--- src/rtl/async_rd_fwft_stage_pkg.sv ---
`default_nettype none
// ============================================================================
// Module      : async_rd_fwft_stage_pkg
// Description : Shared constants and pointer helper for the read-side
//               first-word-fall-through output stage.
// Revision    : 1.0 - initial release
// ============================================================================
package async_rd_fwft_stage_pkg;

  // Output buffer depth.
  localparam int unsigned c_BUF_DEPTH = 3;

  // Last valid pointer value; pointers wrap from here back to zero.
  localparam logic [1:0] c_PTR_LAST = 2'(c_BUF_DEPTH - 1);

  // Advance a circular buffer pointer, wrapping 2 -> 0.
  function automatic logic [1:0] ptr_inc(input logic [1:0] p);
    return (p == c_PTR_LAST) ? 2'd0 : p + 2'd1;
  endfunction

endpackage
`default_nettype wire

--- src/rtl/async_rd_fwft_stage_fwft_buf3.sv ---
`default_nettype none
// ============================================================================
// Module      : fwft_buf3
// Description : 3-entry circular store with write/read pointers and an
//               occupancy count. Read data is the entry at the read pointer.
// Revision    : 1.0 - initial release
// ============================================================================
module fwft_buf3
  import async_rd_fwft_stage_pkg::*;
#(
  parameter int DATA_WIDTH = 32
) (
  input  logic                  clk,
  input  logic                  rst,
  input  logic                  i_wr_en,
  input  logic [DATA_WIDTH-1:0] i_wr_data,
  input  logic                  i_rd_en,
  output logic [DATA_WIDTH-1:0] o_rd_data,
  output logic [1:0]            o_cnt
);

  logic [DATA_WIDTH-1:0] r_mem [0:c_BUF_DEPTH-1];
  logic [1:0]            r_wr_ptr;
  logic [1:0]            r_rd_ptr;
  logic [1:0]            r_cnt;
  logic [DATA_WIDTH-1:0] w_rd_data;

  // Storage array: entries are cleared on reset so the output reads zero.
  always_ff @(posedge clk or posedge rst) begin
    if (rst) begin
      for (int i = 0; i < int'(c_BUF_DEPTH); i++) begin
        r_mem[i] <= '0;
      end
    end else if (i_wr_en) begin
      r_mem[r_wr_ptr] <= i_wr_data;
    end
  end

  // Pointers and count; simultaneous write and read keeps the count.
  always_ff @(posedge clk or posedge rst) begin
    if (rst) begin
      r_wr_ptr <= 2'd0;
      r_rd_ptr <= 2'd0;
      r_cnt    <= 2'd0;
    end else begin
      if (i_wr_en) begin
        r_wr_ptr <= ptr_inc(r_wr_ptr);
      end
      if (i_rd_en) begin
        r_rd_ptr <= ptr_inc(r_rd_ptr);
      end
      r_cnt <= r_cnt + {1'b0, i_wr_en} - {1'b0, i_rd_en};
    end
  end

  // Head-of-queue select; pointer value 3 never occurs.
  always_comb begin
    w_rd_data = r_mem[0];
    case (r_rd_ptr)
      2'd1:    w_rd_data = r_mem[1];
      2'd2:    w_rd_data = r_mem[2];
      default: w_rd_data = r_mem[0];
    endcase
  end

  assign o_rd_data = w_rd_data;
  assign o_cnt     = r_cnt;

endmodule
`default_nettype wire

--- src/rtl/async_rd_fwft_stage.sv ---
`default_nettype none
// ============================================================================
// Module      : async_rd_fwft_stage
// Description : Read-side output stage of the async FIFO. Issues pops against
//               a credit that covers the buffered and in-flight words, captures
//               the RAM word one cycle after each pop and presents it as a
//               first-word-fall-through valid/ready stream.
// Revision    : 1.0 - initial release
// ============================================================================
module async_rd_fwft_stage
  import async_rd_fwft_stage_pkg::*;
#(
  parameter int DATA_WIDTH = 32
) (
  input  logic                  rd_clk,
  input  logic                  rd_rst,
  input  logic                  fifo_empty,
  output logic                  fifo_rd_en,
  input  logic [DATA_WIDTH-1:0] ram_rd_data,
  output logic                  m_valid,
  input  logic                  m_ready,
  output logic [DATA_WIDTH-1:0] m_data,
  output logic [1:0]            buf_cnt
);

  localparam logic [1:0] c_DEPTH = 2'(c_BUF_DEPTH);

  logic       r_inflight;
  logic [1:0] w_buf_cnt;
  logic [1:0] w_credit;
  logic       w_rd_en;
  logic       w_pop;
  logic       w_m_valid;
  logic       w_hs;

  // Credit counts free slots not already claimed by the word in flight;
  // built from registers only so m_ready never reaches fifo_rd_en.
  assign w_credit  = c_DEPTH - w_buf_cnt - {1'b0, r_inflight};
  assign w_rd_en   = (w_credit != 2'd0) & ~rd_rst;
  assign w_pop     = w_rd_en & ~fifo_empty;
  assign w_m_valid = (w_buf_cnt != 2'd0);
  assign w_hs      = w_m_valid & m_ready;

  // Marks that ram_rd_data carries a freshly popped word this cycle.
  always_ff @(posedge rd_clk or posedge rd_rst) begin
    if (rd_rst) begin
      r_inflight <= 1'b0;
    end else begin
      r_inflight <= w_pop;
    end
  end

  fwft_buf3 #(
    .DATA_WIDTH (DATA_WIDTH)
  ) u_buf (
    .clk       (rd_clk),
    .rst       (rd_rst),
    .i_wr_en   (r_inflight),
    .i_wr_data (ram_rd_data),
    .i_rd_en   (w_hs),
    .o_rd_data (m_data),
    .o_cnt     (w_buf_cnt)
  );

  assign fifo_rd_en = w_rd_en;
  assign m_valid    = w_m_valid;
  assign buf_cnt    = w_buf_cnt;

endmodule
`default_nettype wire
--- config.mk ---
export PLATFORM = sky130hd
export DESIGN_NAME = async_rd_fwft_stage
export DESIGN_NICKNAME = d
export VERILOG_FILES = /design/src/rtl/async_rd_fwft_stage_pkg.sv /design/src/rtl/async_rd_fwft_stage_fwft_buf3.sv /design/src/rtl/async_rd_fwft_stage.sv
export SDC_FILE = /design/constraint.sdc
export NUM_CORES = 1
export LEC_CHECK = 0
export ABC_AREA = 1
export CAP_MARGIN = 20
export CORE_ASPECT_RATIO = 1.75
export CORE_MARGIN = 2
export CORE_UTILIZATION = 50
export CTS_BUF_LIST = sky130_fd_sc_hd__clkbuf_8
export DETAILED_ROUTE_END_ITERATION = 8
export HOLD_SLACK_MARGIN = 0.08
export PLACE_DENSITY_LB_ADDON = 0.2
export SLEW_MARGIN = 20
export SYNTH_ARGS = -nofsm -noshare
export SYNTH_HDL_FRONTEND = slang
export SYNTH_HIERARCHICAL = 1
export SYNTH_SLANG_ARGS = --single-unit
--- constraint.sdc ---
create_clock -name rd_clk -period 6.3 [get_ports rd_clk]
set_input_delay 1.26 -clock rd_clk [delete_from_list [all_inputs] [get_ports rd_clk]]
set_output_delay 1.26 -clock rd_clk [all_outputs]
set_load 0.005 [all_outputs]
==> results of run 1 <==
[synth_stat cells, drive strengths merged]
cell type,count
or2,1
buf,42
ha,7
dfrtp,103
o21ai,4
o21a,1
nor2,2
clkbuf,8
inv,15
nand4,64
nand2,395
nand3,36
[registers in the layout, summed over array words and instances (netlist names)]
| signal | count |
|---|---|
| u_buf/r_mem | 96 |
| u_buf/r_rd_ptr | 2 |
| u_buf/r_wr_ptr | 2 |
| r_inflight | 1 |
| u_buf/o_cnt | 2 |
[worst max path at each step]
stage | startpoint | end | slack [ns]
finish | u_buf/r_rd_ptr[0] | m_data[12] | 2.33
global route | u_buf/r_rd_ptr[0] | m_data[12] | 2.21
CTS | u_buf/r_rd_ptr[0] | m_data[12] | 2.30
detailed placement | rd_rst | fifo_rd_en | 2.59
global placement | u_buf/r_rd_ptr[0] | m_data[12] | 2.43
floorplan | rd_rst | u_buf/o_cnt[0] | 2.36
[cell usage in the layout (no fill, tap or decap)]
cell / count
nand2_1: 393
dfrtp_1: 102
clkdlybuf4s50_1: 71
nand4_1: 64
nand3_1: 33
inv_1: 13
clkbuf_8: 12
ha_1: 7
buf_4: 7
o21ai_0: 4
nand3_2: 3
nand2_2: 2
clkinv_2: 2
inv_2: 2
nor2_2: 1
or2_2: 1
o21a_1: 1
bufinv_16: 1
dfrtp_2: 1
nor2_4: 1
inv_4: 1
buf_16: 1
[logic make-up (layout without fill, tap and decap cells)]
group / count (synthesis) / count (layout) / share of synthesized area
simple gates: 498 / 498 / 0.4121
flops: 103 / 103 / 0.5042
buf+inv: 65 / 110 / 0.06119
fa+ha+maj: 7 / 7 / 0.01713
compound gates: 5 / 5 / 0.005385
[power by group through the flow]
stage          logic (W)  registers (W)  clock network (W)
4_1_cts          0.00162        0.00118           0.000443
2_1_floorplan   0.000976        0.00113                  0
5_1_grt          0.00180        0.00122           0.000468
6_report         0.00161        0.00118           0.000434
3_3_place_gp     0.00155        0.00117                  0
3_5_place_dp     0.00161        0.00119                  0
[metrics by stage]
| stage | setup WS (ns) | utilization | cell area (um2) | hold WS, ns |
|---|---|---|---|---|
| 5_1_grt | 2.207 | 0.6071 | 6016 | 0.4954 |
| 3_5_place_dp | 2.593 | 0.5860 | 5807 | 0.4578 |
| 4_1_cts | 2.303 | 0.6071 | 6016 | 0.4793 |
| 3_3_place_gp | 2.435 | 0.5832 | 5779 | 0.4524 |
| 6_report | 2.333 | 0.6071 | 6016 | 0.4748 |
| 2_1_floorplan | 2.365 | - | 5112 | 0.4417 |
[final cells by class]
cell class	count	share of cell area
tap	125	0.02600
sequential	103	0.4287
timing repair buffer	79	0.1314
clock buffer	12	0.02745
clock inverter	4	0.007280
multi-input combinational	510	0.3694
inverter	15	0.009775
[worst max-delay path: stages, from the launching register on]
cell             delay, ns
dfrtp_1               0.39
inv_1                 0.09
ha_1                  0.29
buf_4                 0.26
inv_1                 0.43
buf_16                0.23
nand2_1               0.06
nand2_1               0.09
clkdlybuf4s50_1       0.50
[per-layer routing]
metal | GRT usage | routed length, um | vias up
met5 | 0 | 0 | -
met4 | 0.1121 | 283 | 0
met1 | 0.3152 | 5527 | 2229
met2 | 0.4477 | 6972 | 157
li1 | - | - | 2236
met3 | 0.03080 | 708 | 22
==> run summary, run 1 <==
The post-CTS clock slew at the launch and capture registers of the worst setup and hold paths is 0.09 ns, and the global-route wire length before repair is 22110 um. The maximum count of clock buffers along a single path was 2; the max-cap violation count was 0. After synthesis the netlist holds a flip-flop and latch count of 103. For this block, the via count after detailed routing is 4644.

For the worst setup path, the data required time is 5.04 ns. The die is 137.8 um tall. After detailed routing, the average wire length per cell comes to 15.91 um. In this run the mean area of a mapped cell was 7.540 um2. The area fraction of the dominant cell type after synthesis works out to 0.5042. Number of cells traversed by the worst hold path: 2. The tools report the cell internal power dissipation as 0.001875 W.

Path type of the worst min-delay path: reg2reg. The share of power burned in registers came out at 0.366. The launch instance of the worst min-delay path was u_buf/r_mem[21]. The number of slew-limit violations in the final report is 0. The tools report the critical register-to-register path startpoint as u_buf/r_wr_ptr[0].

The share of the clock period used by the worst path works out to 0.6296. The logs give 0 for the final-report hold violation count and 721 for the net count after synthesis. Data arrives at the worst endpoint at 2.71 ns. In this run the critical register-to-register path is captured at u_buf/r_mem[64]. Area of the die: 0.01108 mm2.

Wires add up to 13490 um. For the count of placed standard cells in the final layout, fillers left out, the log shows 848. TritonCTS built the clock tree. The worst register-to-register path has a setup slack of 3.79 ns. The transition time at the pin with the least slew margin was 1.068 ns; the post-placement cell count was 832. Measured along the x axis, the die boundary spans 80.44 um. The area growth from synthesis to layout is 17.67%.

In this run the core area contains 48 standard-cell rows. In this run the power density over the cells is 537.3 mW/mm2. Static timing analysis puts the maximum clock frequency at 252.1 MHz. The run gives 0.500 as the combinational share of power. The logs give 0 for the hold buffer count at CTS and 0.2881 for the tightest slew margin relative to the limit.

The worst hold path terminates at u_buf/r_mem[21]. For the global placement routability congestion, the log shows 0.7516. Summing every instance area after synthesis gives 0.005112 mm2. The worst-case IR drop observed on VDD is 0.3063 mV. The logs give 0 for the initial antenna violation count and 3.175 nW for the standby leakage power.

The H-tree was split into 3 levels. Number of buffers added by the clock tree synthesis step: 9. The count of antenna-violating nets left after detailed routing came out at 0.

The tools report the DRC violations left as 0. The class of the most critical setup path was reg2out. The post-DP HPWL is 7794 um, and the per-cell via count in the routed design is 5.476.

The fraction of layout instances using a drive strength above 1 was 0.04841; the register area was 0.002579 mm2. The logs give 0.5042 for the fraction of the yosys area taken by sequential cells and 0.009593 ns for the final worst clock skew. The switching part of the total power is 0.4199.

The leading area contributor after synthesis was dfrtp_1. Port buffering added 71 buffers. The tools report the starting utilization of the core area as 0.5159. Setup violations remaining at the end of the flow were counted as 0. The net count of the finished layout is 761. The number of cells on the worst reg-to-reg path is 4. Layout filler cell count: 946. Maximum number of pins on one net before global-route repair: 104. Subtracting the final worst setup slack from the clock period gives 3.967 ns.

The total grt overflow is 0. By area the synthesized netlist is led by dfrtp_1 (50%), nand2_1 (29%), nand4_1 (7.8%), buf_2 (3.6%), nand3_1 (3.2%). The run finished with clean final reports. STA classifies the critical path endpoint as an output port. For the power spent charging and discharging nets, the log shows 0.001357 W. STA classifies the critical path startpoint as a register. The post-synthesis cell type count was 18. The total iterations of the first detailed-routing run was 5; the count of antenna diodes in the layout was 0. The clock sink count was 103. The tools report the core area as 0.009910 mm2.

For this run, the number of Yosys warnings is 6. Summed over all failing endpoints, the final setup total negative slack is 0 ns. For the worst-skew pair, the clock arrives at the later sink with an insertion delay of 0.36 ns. The clock tree root buffer cell was clkbuf_8. During I/O placement, the number of pins put on the boundary was 72. Setup repair after global routing left no endpoint under its margin. The largest fanout on the critical path is 33, and the post-CTS resize count is 0. The area taken by multi-input logic gates was 0.002222 mm2. The post-synthesis cell count was 678. The via count of the first global-routing pass is 4628. The total global-route track usage is 0.2564, and the part of the total power dissipated in the clock network is 0.134. The number of setup buffers added after CTS came out at 0. Starting DRC count in detailed routing: 394. Summing internal, switching and leakage power gives 0.003232 W.
Note: power is estimated with default switching activity, not from simulation.
==> run 2, diff against run 1 <==
clock period = 3.3 ns   (was 6.3 ns; I/O delays follow)
==> run 2 against run 1 <==
  * Count of clock-buffer cells in the layout shrank 1
  * Flip-flop and latch count is the same
  * Largest cell class unchanged
  * Final cell count grew 1.2%
  * Critical endpoint is now m_data[17]
  * Clock power grew 100%
  * Non-clock buffer count grew 10
  * Highest routed layer unchanged
==> run summary, run 2 (synthesis results as in run 1) <==
The flow ran to the end, and the final reports show no timing, DRC or antenna violations. Summed over all nets, the switching power comes to 0.002541 W. After the first detailed-routing iteration, the DRC count stood at 395.

The tightest hold path in the finished design has a slack of 0.4785 ns. At the end of the flow, the number of nets in the layout was 771. The share of the clock period used by the worst path was 0.8754. Walking the worst path, the cells encountered are inv_1 > ha_1 > buf_12 > nand2_1 > nand2_1 > nand2_1 > nand2_1 > clkdlybuf4s50_1. The region available for standard cell placement spans 0.009910 mm2. The endpoint required time on the critical path is 2.64 ns. The worst-case IR drop observed on VDD is 0.5319 mV.

After clock tree synthesis, the repair step resized 0 gates. The total iterations of the first detailed-routing run was 5; the power density normalized to cell area was 1018 mW/mm2. In the final timing run, aggregate negative setup slack is 0 ns. Number of buffers added by the clock tree synthesis step: 9. The DRC violations left was 0; the cell internal power dissipation was 0.003679 W.

The switching part of the total power was 0.4085; the standby leakage power was 3.226 nW. Entering global routing, the biggest net connects 64 pins. The largest fanout on the critical path is 25. The most common cell after layout, fill and taps aside was nand2_1. The part of the total power dissipated in the clock network came out at 0.140. After clock tree synthesis, the clock-pin slew on the worst setup and hold paths is 0.09 ns. The area added between synthesis and finish works out to 19.55%. The detail route stage leaves a number of antenna-violating nets equal to 0. The total overflow left after global routing is 0. The floorplan die height was 137.8 um. u_buf/r_mem holds more flip-flops than any other register. Together, buffers and inverters on the worst path number 3. For the initial antenna violation count, the log shows 0.

The clock insertion delay at the later pin of the skew report was 0.37 ns. The cell with the largest stage delay on the worst path was clkdlybuf4s50_1. The top achievable clock speed came out at 346.1 MHz.

Setup repair after global routing left no endpoint under its margin. The logs give 0.006112 mm2 for the post-route standard cell area excluding fillers and 0 for the max-cap violation count. After floorplanning, the core was divided into 48 placement rows. In this run the deepest clock path goes through 2 buffers.

Path type of the worst min-delay path: reg2reg. The utilization after layout came out at 0.6168. The register with the most flip-flops in the layout has 96 of them.

The share of power burned in registers is 0.371, and the count of antenna diodes in the layout is 0. The data arrival time at the worst-slack endpoint came out at 2.23 ns. In the final routed layout, each cell accounts on average for 15.14 um. The cell area after placement is 0.005888 mm2, and the tightest slew margin relative to the limit is 0.3498. The critical path in this run is classified as reg2out.

At the pin with the least slew margin, the transition time is 0.9753 ns. Wire length reported by the detailed router: 12990 um. The tools report the type of destination of the critical path as an output port.

The combinational share of power came out at 0.488. Post-DP HPWL: 8247 um. Leaving out fill and tap cells, the most frequent cells in the layout are nand2_1 (393), dfrtp_1 (102), clkdlybuf4s50_1 (71), nand4_1 (64), nand3_1 (33). The total global-route track usage was 0.2524. In this run the worst setup path begins at u_buf/r_rd_ptr[1].

After clock tree synthesis, the flow added hold-fix buffers numbering 0. Critical register-to-register path startpoint: u_buf/r_wr_ptr[0]. The logs give 0.002222 mm2 for the area taken by multi-input logic gates and 4643 for the via count of the first global-routing pass. The first global-routing pass estimated 21830 um of wire. The final-report hold violation count is 0. Setup violations remaining at the end of the flow were counted as 0. Broken down by cell family, the worst path's largest delay share belongs to buffers and inverters. The H-tree was split into 3 levels.

Port buffering added 71 buffers. For the starting utilization of the core area, the log shows 0.5159. The tools report the count of boundary I/O pins as 72. TritonCTS built the clock tree.

The die outline width was 80.44 um. For the final worst clock skew, the log shows 0.01056 ns. STA classifies the critical path startpoint as a register. The minimum clock period works out to 2.889 ns. In this run the most critical hold path is launched from u_buf/r_mem[83]. The congestion estimate from routability-driven global placement came to 0.8216. The tools report the clock tree root buffer cell as clkbuf_8.

The tree built by TritonCTS fans out to 103 sinks. The register area is 0.002579 mm2, and the delay of the slowest cell on the worst path is 0.50 ns. Once the clock tree was built, the setup fixing pass inserted 0 buffers.

The area of the die was 0.01108 mm2; the per-cell via count in the routed design was 5.400. Counting the fill cells in the layout gives 926. The routed layout has 4633 vias. The tools report the number of slew-limit violations in the final report as 0. The fraction of layout instances using a drive strength above 1 came out at 0.06003.

Among the stages of the critical path, the cell type that occurs most often is nand2_1.
run 2: cell count changes in the layout (fill, tap and decap cells not counted), sizes merged:
cell	previous run	this run
buf	8	18
bufinv	1	2
clkbuf	12	11
clkinv	2	1
clkinvlp	0	1
run 2: through the flow:
| stage | worst slack [ns] | std cells | total power, W |
|---|---|---|---|
| finish | 0.4110 | 858 | 0.006219 |
| global route | 0.2471 | 858 | 0.006753 |
| detailed placement | 0.7910 | 842 | 0.005376 |
| global placement | 0.8168 | 842 | 0.005288 |
| CTS | 0.3782 | 858 | 0.006261 |
| floorplan | 1.365 | 678 | 0.004024 |
run 2: layer usage:
layer | vias to the layer above | part of all wire | global-route usage
met2 | 140 | 0.51 | 0.4324
met1 | 2212 | 0.42 | 0.3228
met3 | 22 | 0.045 | 0.03735
li1 | 2259 | - | -
met4 | 0 | 0.018 | 0.08945
met5 | - | 0 | 0
run 2: power by group through the flow:
stage	logic, W	clock network (W)	registers [W]
after global routing	0.00344	0.000932	0.00238
after floorplan	0.00186	0	0.00216
after global placement	0.00300	0	0.00228
final	0.00304	0.000873	0.00231
after CTS	0.00307	0.000894	0.00230
after detailed placement	0.00306	0	0.00232
run 2: worst paths after layout:
path | end | slack (ns) | cells past startpoint
max | m_data[17] | 0.41 | 8
min | u_buf/r_mem[83] | 0.48 | 2
max reg2reg | u_buf/r_mem[44] | 1.03 | 4
min reg2reg | u_buf/r_mem[83] | 0.48 | 2
max in group asynchronous | u_buf/o_cnt[0] | 1.76 | 3
min in group asynchronous | r_inflight | 0.53 | 2
run 2: cell type report:
class | instances | area share
repair buffers | 89 | 0.1425
flip-flops and latches | 103 | 0.4219
well taps | 125 | 0.02559
inverters | 15 | 0.009826
clock buffers | 11 | 0.02477
clock inverters | 5 | 0.01187
multi-input cells | 510 | 0.3636
run 2: tightest hold or removal path: cells and delay by family (launching register included):
kind	cells	cell delay, ns
flops	1	0.35
simple gates	2	0.10
